==> src/rtl/sync_timer_pkg.sv <==
// Shared types and width helpers for the sync-pattern delay timer.
package sync_timer_pkg;

  typedef enum logic [1:0] {
    SEARCH = 2'd0,
    SHIFT  = 2'd1,
    COUNT  = 2'd2,
    DONE   = 2'd3
  } state_e;

  // Bits needed to hold values 0..n-1, never less than one bit.
  function automatic int unsigned width_of(input int unsigned n);
    return (n <= 1) ? 1 : $clog2(n);
  endfunction

endpackage

==> src/rtl/sync_timer_down_counter.sv <==
// Two-level down counter: an inner prescaler of CNT_PER cycles per delay unit
// and an outer count of remaining delay units.
module sync_timer_down_counter #(
  parameter int unsigned DLY_W   = 4,
  parameter int unsigned CNT_PER = 1000
) (
  input  logic             clk,
  input  logic             reset,
  input  logic             load,
  input  logic [DLY_W-1:0] delay_in,
  input  logic             enable,
  output logic [DLY_W-1:0] count,
  output logic             expired
);
  import sync_timer_pkg::*;

  localparam int unsigned CW = width_of(CNT_PER);
  localparam logic [CW-1:0] INNER_MAX = CW'(CNT_PER - 1);

  logic [CW-1:0] inner;

  // Load both levels together; the outer count only moves when the inner
  // prescaler wraps, and it holds at zero rather than wrapping.
  always_ff @(posedge clk) begin
    if (reset) begin
      count <= '0;
      inner <= '0;
    end else if (load) begin
      count <= delay_in;
      inner <= INNER_MAX;
    end else if (enable) begin
      if (inner != '0) begin
        inner <= inner - CW'(1);
      end else if (count != '0) begin
        count <= count - DLY_W'(1);
        inner <= INNER_MAX;
      end
    end
  end

  // Last cycle of the final delay unit.
  assign expired = (inner == '0) && (count == '0);

endmodule

==> src/rtl/sync_timer_fsm.sv <==
// Serial sync-pattern detector that captures a delay field and then times
// (delay+1)*CNT_PER cycles before signalling done until acknowledged.
module sync_timer_fsm #(
  parameter int unsigned           PAT_W   = 4,
  parameter logic [PAT_W-1:0]      PAT     = 4'b1101,
  parameter int unsigned           DLY_W   = 4,
  parameter int unsigned           CNT_PER = 1000
) (
  input  logic             clk,
  input  logic             reset,
  input  logic             data,
  input  logic             ack,
  output logic             shift_ena,
  output logic             counting,
  output logic             done,
  output logic [DLY_W-1:0] count
);
  import sync_timer_pkg::*;

  localparam int unsigned FW = width_of(PAT_W);
  localparam int unsigned BW = width_of(DLY_W);
  localparam logic [FW-1:0] FILL_MAX = FW'(PAT_W - 1);
  localparam logic [BW-1:0] LAST_BIT = BW'(DLY_W - 1);

  state_e           state_q, state_d;
  logic [PAT_W-2:0] hist;
  logic [FW-1:0]    fill;
  logic [PAT_W-1:0] window;
  logic             match;
  logic [DLY_W-1:0] delay_sr, delay_next;
  logic [BW-1:0]    bit_cnt;
  logic             last_bit;
  logic             cnt_load, cnt_enable, cnt_expired;
  logic             shift_ena_d, counting_d, done_d;

  // Fill guard keeps the cleared history from completing a pattern.
  assign window     = {hist, data};
  assign match      = (window == PAT) && (fill >= FILL_MAX);
  assign delay_next = (delay_sr << 1) | DLY_W'(data);
  assign last_bit   = (bit_cnt == LAST_BIT);

  // Next state, counter controls and next output values.
  always_comb begin
    state_d     = state_q;
    cnt_load    = 1'b0;
    cnt_enable  = 1'b0;
    shift_ena_d = 1'b0;
    counting_d  = 1'b0;
    done_d      = 1'b0;
    case (state_q)
      SEARCH: if (match) state_d = SHIFT;
      SHIFT: begin
        if (last_bit) begin
          state_d  = COUNT;
          cnt_load = 1'b1;
        end
      end
      COUNT: begin
        cnt_enable = 1'b1;
        if (cnt_expired) state_d = DONE;
      end
      DONE: if (ack) state_d = SEARCH;
      default: state_d = SEARCH;
    endcase
    shift_ena_d = (state_d == SHIFT);
    counting_d  = (state_d == COUNT);
    done_d      = (state_d == DONE);
  end

  // State register.
  always_ff @(posedge clk) begin
    if (reset) state_q <= SEARCH;
    else       state_q <= state_d;
  end

  // Registered Moore outputs, aligned with the state register.
  always_ff @(posedge clk) begin
    if (reset) begin
      shift_ena <= 1'b0;
      counting  <= 1'b0;
      done      <= 1'b0;
    end else begin
      shift_ena <= shift_ena_d;
      counting  <= counting_d;
      done      <= done_d;
    end
  end

  // Pattern history; only accumulates in SEARCH, cleared everywhere else.
  always_ff @(posedge clk) begin
    if (reset || (state_q != SEARCH)) begin
      hist <= '0;
      fill <= '0;
    end else begin
      hist <= window[PAT_W-2:0];
      if (fill != FILL_MAX) fill <= fill + FW'(1);
    end
  end

  // Delay field capture, MSB first, one bit per SHIFT cycle.
  always_ff @(posedge clk) begin
    if (reset) begin
      delay_sr <= '0;
      bit_cnt  <= '0;
    end else if (state_q == SHIFT) begin
      delay_sr <= delay_next;
      bit_cnt  <= last_bit ? '0 : bit_cnt + BW'(1);
    end else begin
      bit_cnt  <= '0;
    end
  end

  sync_timer_down_counter #(
    .DLY_W  (DLY_W),
    .CNT_PER(CNT_PER)
  ) u_counter (
    .clk     (clk),
    .reset   (reset),
    .load    (cnt_load),
    .delay_in(delay_next),
    .enable  (cnt_enable),
    .count   (count),
    .expired (cnt_expired)
  );

endmodule

==> config.mk <==
export PLATFORM = sky130hd
export DESIGN_NAME = sync_timer_fsm
export DESIGN_NICKNAME = d
export VERILOG_FILES = /design/src/rtl/sync_timer_pkg.sv /design/src/rtl/sync_timer_down_counter.sv /design/src/rtl/sync_timer_fsm.sv
export SDC_FILE = /design/constraint.sdc
export NUM_CORES = 1
export LEC_CHECK = 0
export CORE_MARGIN = 2
export CORE_UTILIZATION = 35
export DETAILED_ROUTE_END_ITERATION = 8
export DONT_BUFFER_PORTS = 1
export PLACE_DENSITY = 0.55
export SLEW_MARGIN = 20
export SYNTH_ARGS = -nofsm -noshare
export SYNTH_HDL_FRONTEND = slang
export SYNTH_SLANG_ARGS = --single-unit
==> constraint.sdc <==
create_clock -name clk -period 2.6 [get_ports clk]
set_input_delay 0.13 -clock clk [delete_from_list [all_inputs] [get_ports clk]]
set_output_delay 0.13 -clock clk [all_outputs]
set_load 0.02 [all_outputs]
## Word level (Yosys, flattened, before mapping)

Cells that the tools add are included.
Widths: inputs -> output; s select.

| operators by class | value |
|---|---|
| $add $sub $neg | 4 |
| multiply operators | 0 |
| divide/modulo/power cells | 0 |
| order comparisons | 1 |
| equal/unequal tests | 10 |
| shift-type cells | 0 |
| mux-type cells | 16 |
| bitwise gates (word level) | 2 |
| reductions and logical operators | 18 |

Operators with widths:

| cell | number |
|---|---|
| $mux 10 | 4 |
| $mux 4 | 4 |
| $eq 2x2->1 const B | 5 |
| $logic_not 10->1 | 1 |
| $reduce_bool 10->1 | 1 |
| $sub 10x1->10 const B | 1 |
| $mux 2 | 4 |
| $pmux 2 s4 | 1 |
| $reduce_bool 2->1 | 4 |
| $add 2x1->2 const B | 2 |
| $eq 2x1->1 const B | 2 |
| $eq 4x4->1 const B | 1 |
| $logic_not 4->1 | 1 |
| $ne 2x2->1 const B | 2 |
| $or 4x1->4 | 1 |
| $reduce_and 2->1 | 2 |
| $reduce_bool 4->1 | 1 |
| $sub 4x1->4 const B | 1 |
| $mux 1 | 3 |
| $reduce_and 3->1 | 1 |
| $reduce_bool 3->1 | 1 |
| $reduce_or 3->1 | 1 |
| $ge 2x2->1 const B | 1 |
| $logic_and 1x1->1 | 2 |
| other kinds (4) | 4 |

| storage, ports and cells | value |
|---|---|
| flip-flop bits (word level) | 29 |
| bits in latches | 0 |
| RAM bits | 0 |
| memory bits (read-only) | 0 |
| input port bits | 4 |
| output and inout port bits | 7 |
| word-level logic and storage cells | 62 |
| memories | 0 |

## Longest topological paths before layout

| depth | value |
|---|---|
| word-level depth | 5 |
| gate-level depth with buffers | 8 |
| gate-level depth less buffers | 7 |

## Cells and area by module

A second synthesis with hierarchy kept.

| second synthesis, totals | value |
|---|---|
| cell total of the unflattened synthesis | 158 |
| area total of the unflattened synthesis | 1450.1 µm² |

By module, submodules not included:

| module | instances | cells an instance | area an instance (µm²) | sequential area each (µm²) |
|---|---|---|---|---|
| sync_timer_down_counter | 1 | 104 | 875.8 | 280.3 |
| sync_timer_fsm | 1 | 54 | 574.3 | 300.3 |

## Worst setup path after synthesis

Ideal clock, no wire load.

| timing path | value |
|---|---|
| path type | flip-flop to flip-flop |
| from | register u_counter.inner[5] |
| to | register u_counter.count[2] |
| library setup time | 0.086 ns |
| arrival time | 1.851 ns |
| data required time | 2.514 ns |
| slack | 0.663 ns |
| stages on the path, launching flop included | 8 |
| buffers on the path | 2 |
| period minus slack after synthesis | 1.937 ns |
| path through | dfxtp_1 -> buf_6 -> or4_4 -> buf_6 -> nor4_4 -> nand2_1 -> xnor2_1 -> a211oi_1 |

| on the way | value |
|---|---|
| word-level cells in the longest chain between the ends | 3 |

RTL lines:

| what | line | RTL |
|---|---|---|
| from (decl) | sync_timer_down_counter.sv:20 | `logic [CW-1:0] inner;` |
| from (signal assigned) | sync_timer_down_counter.sv:33 | `inner <= inner - CW'(1);` |
| $reduce_bool 10->1 | sync_timer_down_counter.sv:32 | `if (inner != '0) begin` |
| $ne 2x2->1 (no source line) | -- |  |
| $reduce_and 3->1 (no source line) | -- |  |
| to (signal assigned) | sync_timer_down_counter.sv:29 | `count <= delay_in;` |
| to (signal assigned) | sync_timer_down_counter.sv:35 | `count <= count - DLY_W'(1);` |
| to (decl) | sync_timer_down_counter.sv:12 | `output logic [DLY_W-1:0] count,` |

Every way passes these cells.
A chain may end at the register's enable or synchronous reset.

## Final worst setup path

| timing path | value |
|---|---|
| from | register u_counter.count[0] |
| to | register u_counter.inner[6] |

| on the way | value |
|---|---|
| word-level cells in the longest chain between the ends | 3 |

RTL lines:

| what | line | RTL |
|---|---|---|
| $reduce_bool 4->1 | sync_timer_down_counter.sv:34 | `end else if (count != '0) begin` |
| $reduce_bool 3->1 (no source line) | -- |  |
| $reduce_and 2->1 (no source line) | -- |  |

Every way passes these cells.

==> out/qor.yml <==
wl_per_cell_um: 13.59
worstMarginPinSlew_ps: 807.0
critPathKind: "register to register"
clk_latency_ps: 280
num-fill-cells: 386
antenna_found_initial: 0
yosys_warnings: 0
yosysTopAreaCellShare_pct: 40.70
end_kind: "register"
grt_usage_pct: 15.06
yosys-top-cells-area: "dfxtp_1 41%, ha_1 5.3%, nor2_1 4.5%, mux2i_1 3.5%, a211oi_1 3.2%"
clk_root_buffer_cell: "clkbuf_8"
gp_congestion: 0.8375
reg2reg_slack_ps: 420
h-tree-depth: 2
dr.pass1.iters: 4
finalHoldViolations: 0
first_iter_violations: 41
max-slew-margin-rel_pct: 46.02
grt_max_degree: 22
cap_violations: 0
grt_remaining_overflow: 0
via_per_inst: 5.265
max_freq_mhz: 458.1
timing.final.crit_share_pct: 83.95
rows: 23
clkTransAtPathRegs_ps: 60
hold_depth: 2
timing.rr.end: "u_counter.inner[6]"
syn_nets: 172
setup-tns-final_ps: 0
cts_tree: "done"
timing.rr.start: "u_counter.count[0]"
area_delta_synth_final_pct: 11.32
core_um2: 3971
yosys.area.top_type: "dfxtp_1"
drt_wl_total_um: 2922
synthArstFlopShare_pct: 0
synth_edf_count: 0
max_stage_delay_ps: 530
peakVddDrop_mv: 0.2613
path_buf_inv: 1
dp.cells: 205
powerDensity_nw_per_um2: 607.8
initial_core_util_pct: 35.92
ys_seq_area_share_pct: 40.70
crit_fanout: 8
die_h_um: 67.84
hold_class: "input pin to register"
leakage_nw: 0.5709
nNetsFinal: 174
die_w_um: 67.84
critPathArrivalTime_ps: 2300
cts_setup_buffers: 0
layout_commonest_cell: "dfxtp_1"
io_pins: 11
reg2reg_depth: 7
io_buffers: 0
hold_start: "data"
rsz0062_at_grt: "false"
crit_slowest_cell: "nor3b_1"
antenna_cells: 0
syn_area_um2: 1426
drive_gt1_share_pct: 8.485
drv_slew: 0
period_needed_ps: 2183
critPathTopFamily: "simple AND/OR/NAND/NOR gates"
syn_inst: 162
hold_end: "delay_sr[0]"
dp.final_hpwl_um: 2122
ys_types: 43
ys.flop_type: "dfxtp_1"
ys_ff_latch: 29
vias: 1132
die_area_um2: 4602
drc: 0
finClkSkew_ps: 7.070
mostFrequentLayoutCells: "29 x dfxtp_1, 17 x nor2_1, 12 x nand2_1, 8 x a21oi_1, 8 x nor3_1"
grt_pass1_wl_um: 5085
outcome: "finished, final reports clean"
worstPathRequired_ps: 2720
ant_nets: 0
first_global_vias: 1107
finalNonFillerCells: 215
syn_area_per_cell_um2: 8.805
cp_cell_sequence: "inv_1, ha_1, nor3b_1, nand4_1, a21o_1, a21oi_1, a311oi_1"
finalSetupViolations: 0
start_kind: "register"
cts.sinks: 29
cts_inserted_buffers: 5
cts_buffer_depth: 2
worst reg2reg max path: stages (launching register included):
cell,delay (ps)
dfxtp_1,410
inv_1,140
ha_1,170
nor3b_1,530
nand4_1,200
a21o_1,320
a21oi_1,170
a311oi_1,70
final cells by class:
| cell class | count | area (um^2) | area share, % |
|---|---|---|---|
| Tap cell | 50 | 62.56 | 3.940 |
| Timing Repair Buffer | 4 | 35.03 | 2.206 |
| Multi-Input combinational cell | 117 | 767.0 | 48.31 |
| Sequential cell | 29 | 580.6 | 36.56 |
| Clock buffer | 7 | 86.33 | 5.437 |
| Clock inverter | 1 | 30.03 | 1.891 |
| Inverter | 7 | 26.28 | 1.655 |
layer usage:
layer  global-route usage (%)  vias up  share of wire, %
li1                         -      590                 -
met1                    18.26      522                49
met2                    23.65       13                45
met3                    4.770        7               3.9
met4                    8.250        0               2.2
met5                        0        -                 0
cell families after synthesis:
| family | Yosys count | share of synthesized area [%] |
|---|---|---|
| AOI/OAI and AO/OA | 36 | 17.54 |
| DFF | 29 | 40.70 |
| muxes | 5 | 3.509 |
| buffers and inverters | 16 | 5.526 |
| xor gates and xnor gates | 3 | 1.842 |
| adders and majority gates | 6 | 5.263 |
| and+or+nand+nor | 67 | 25.61 |
power by group:
part / internal (W) / switching, W
clock: 0.000312 / 0.000164
combinational: 0.0000152 / 0.0000150
sequential: 0.000454 / 0.00000524
total: 0.000781 / 0.000184
registers in the layout, summed over array words and instances (netlist names):
register and count:
u_counter.count 4, u_counter.inner 10, fill 2, done 1, bit_cnt 2, state_q 2, delay_sr 3, counting 1
shift_ena 1, hist 3
per-stage QoR:
step | power (W) | instance area, um^2 | hold slack [ps] | worst slack, ps | utilization [%]
after floorplan | 0.0004912 | 1426 | 207.0 | 663.5 | -
after global placement | 0.0004891 | 1451 | 201.8 | 564.2 | 36.55
after detailed placement | 0.0004920 | 1451 | 205.1 | 477.0 | 36.55
after CTS | 0.0009757 | 1588 | 5.933 | 438.6 | 39.98
after global routing | 0.001006 | 1588 | 33.63 | 128.5 | 39.98
final | 0.0009650 | 1588 | 9.800 | 417.2 | 39.98
repair_timing:
item | 4_1_cts | 5_1_grt
hold buffers | 2 | 0
gates resized for setup | 0 | 0
endpoints found under the hold margin | 22 | 0
cell usage after synthesis (5+ instances only):
cell type  number
dfxtp_1        29
nor2_1         17
nand2_1        12
a21oi_1         8
nor3_1          8
inv_1           7
a211oi_1        6
ha_1            6
and2_1          5
mux2i_1         5
worst max path at each step:
stage	from	to	depth (start not counted)
after global routing	u_counter.count[0]	u_counter.inner[2]	7
after detailed placement	u_counter.count[0]	u_counter.inner[8]	7
after CTS	u_counter.count[0]	u_counter.inner[6]	7
after floorplan	u_counter.inner[5]	u_counter.count[2]	7
final	u_counter.count[0]	u_counter.inner[6]	7
after global placement	u_counter.count[0]	u_counter.inner[9]	7
Power figures use the tool's default switching activity.
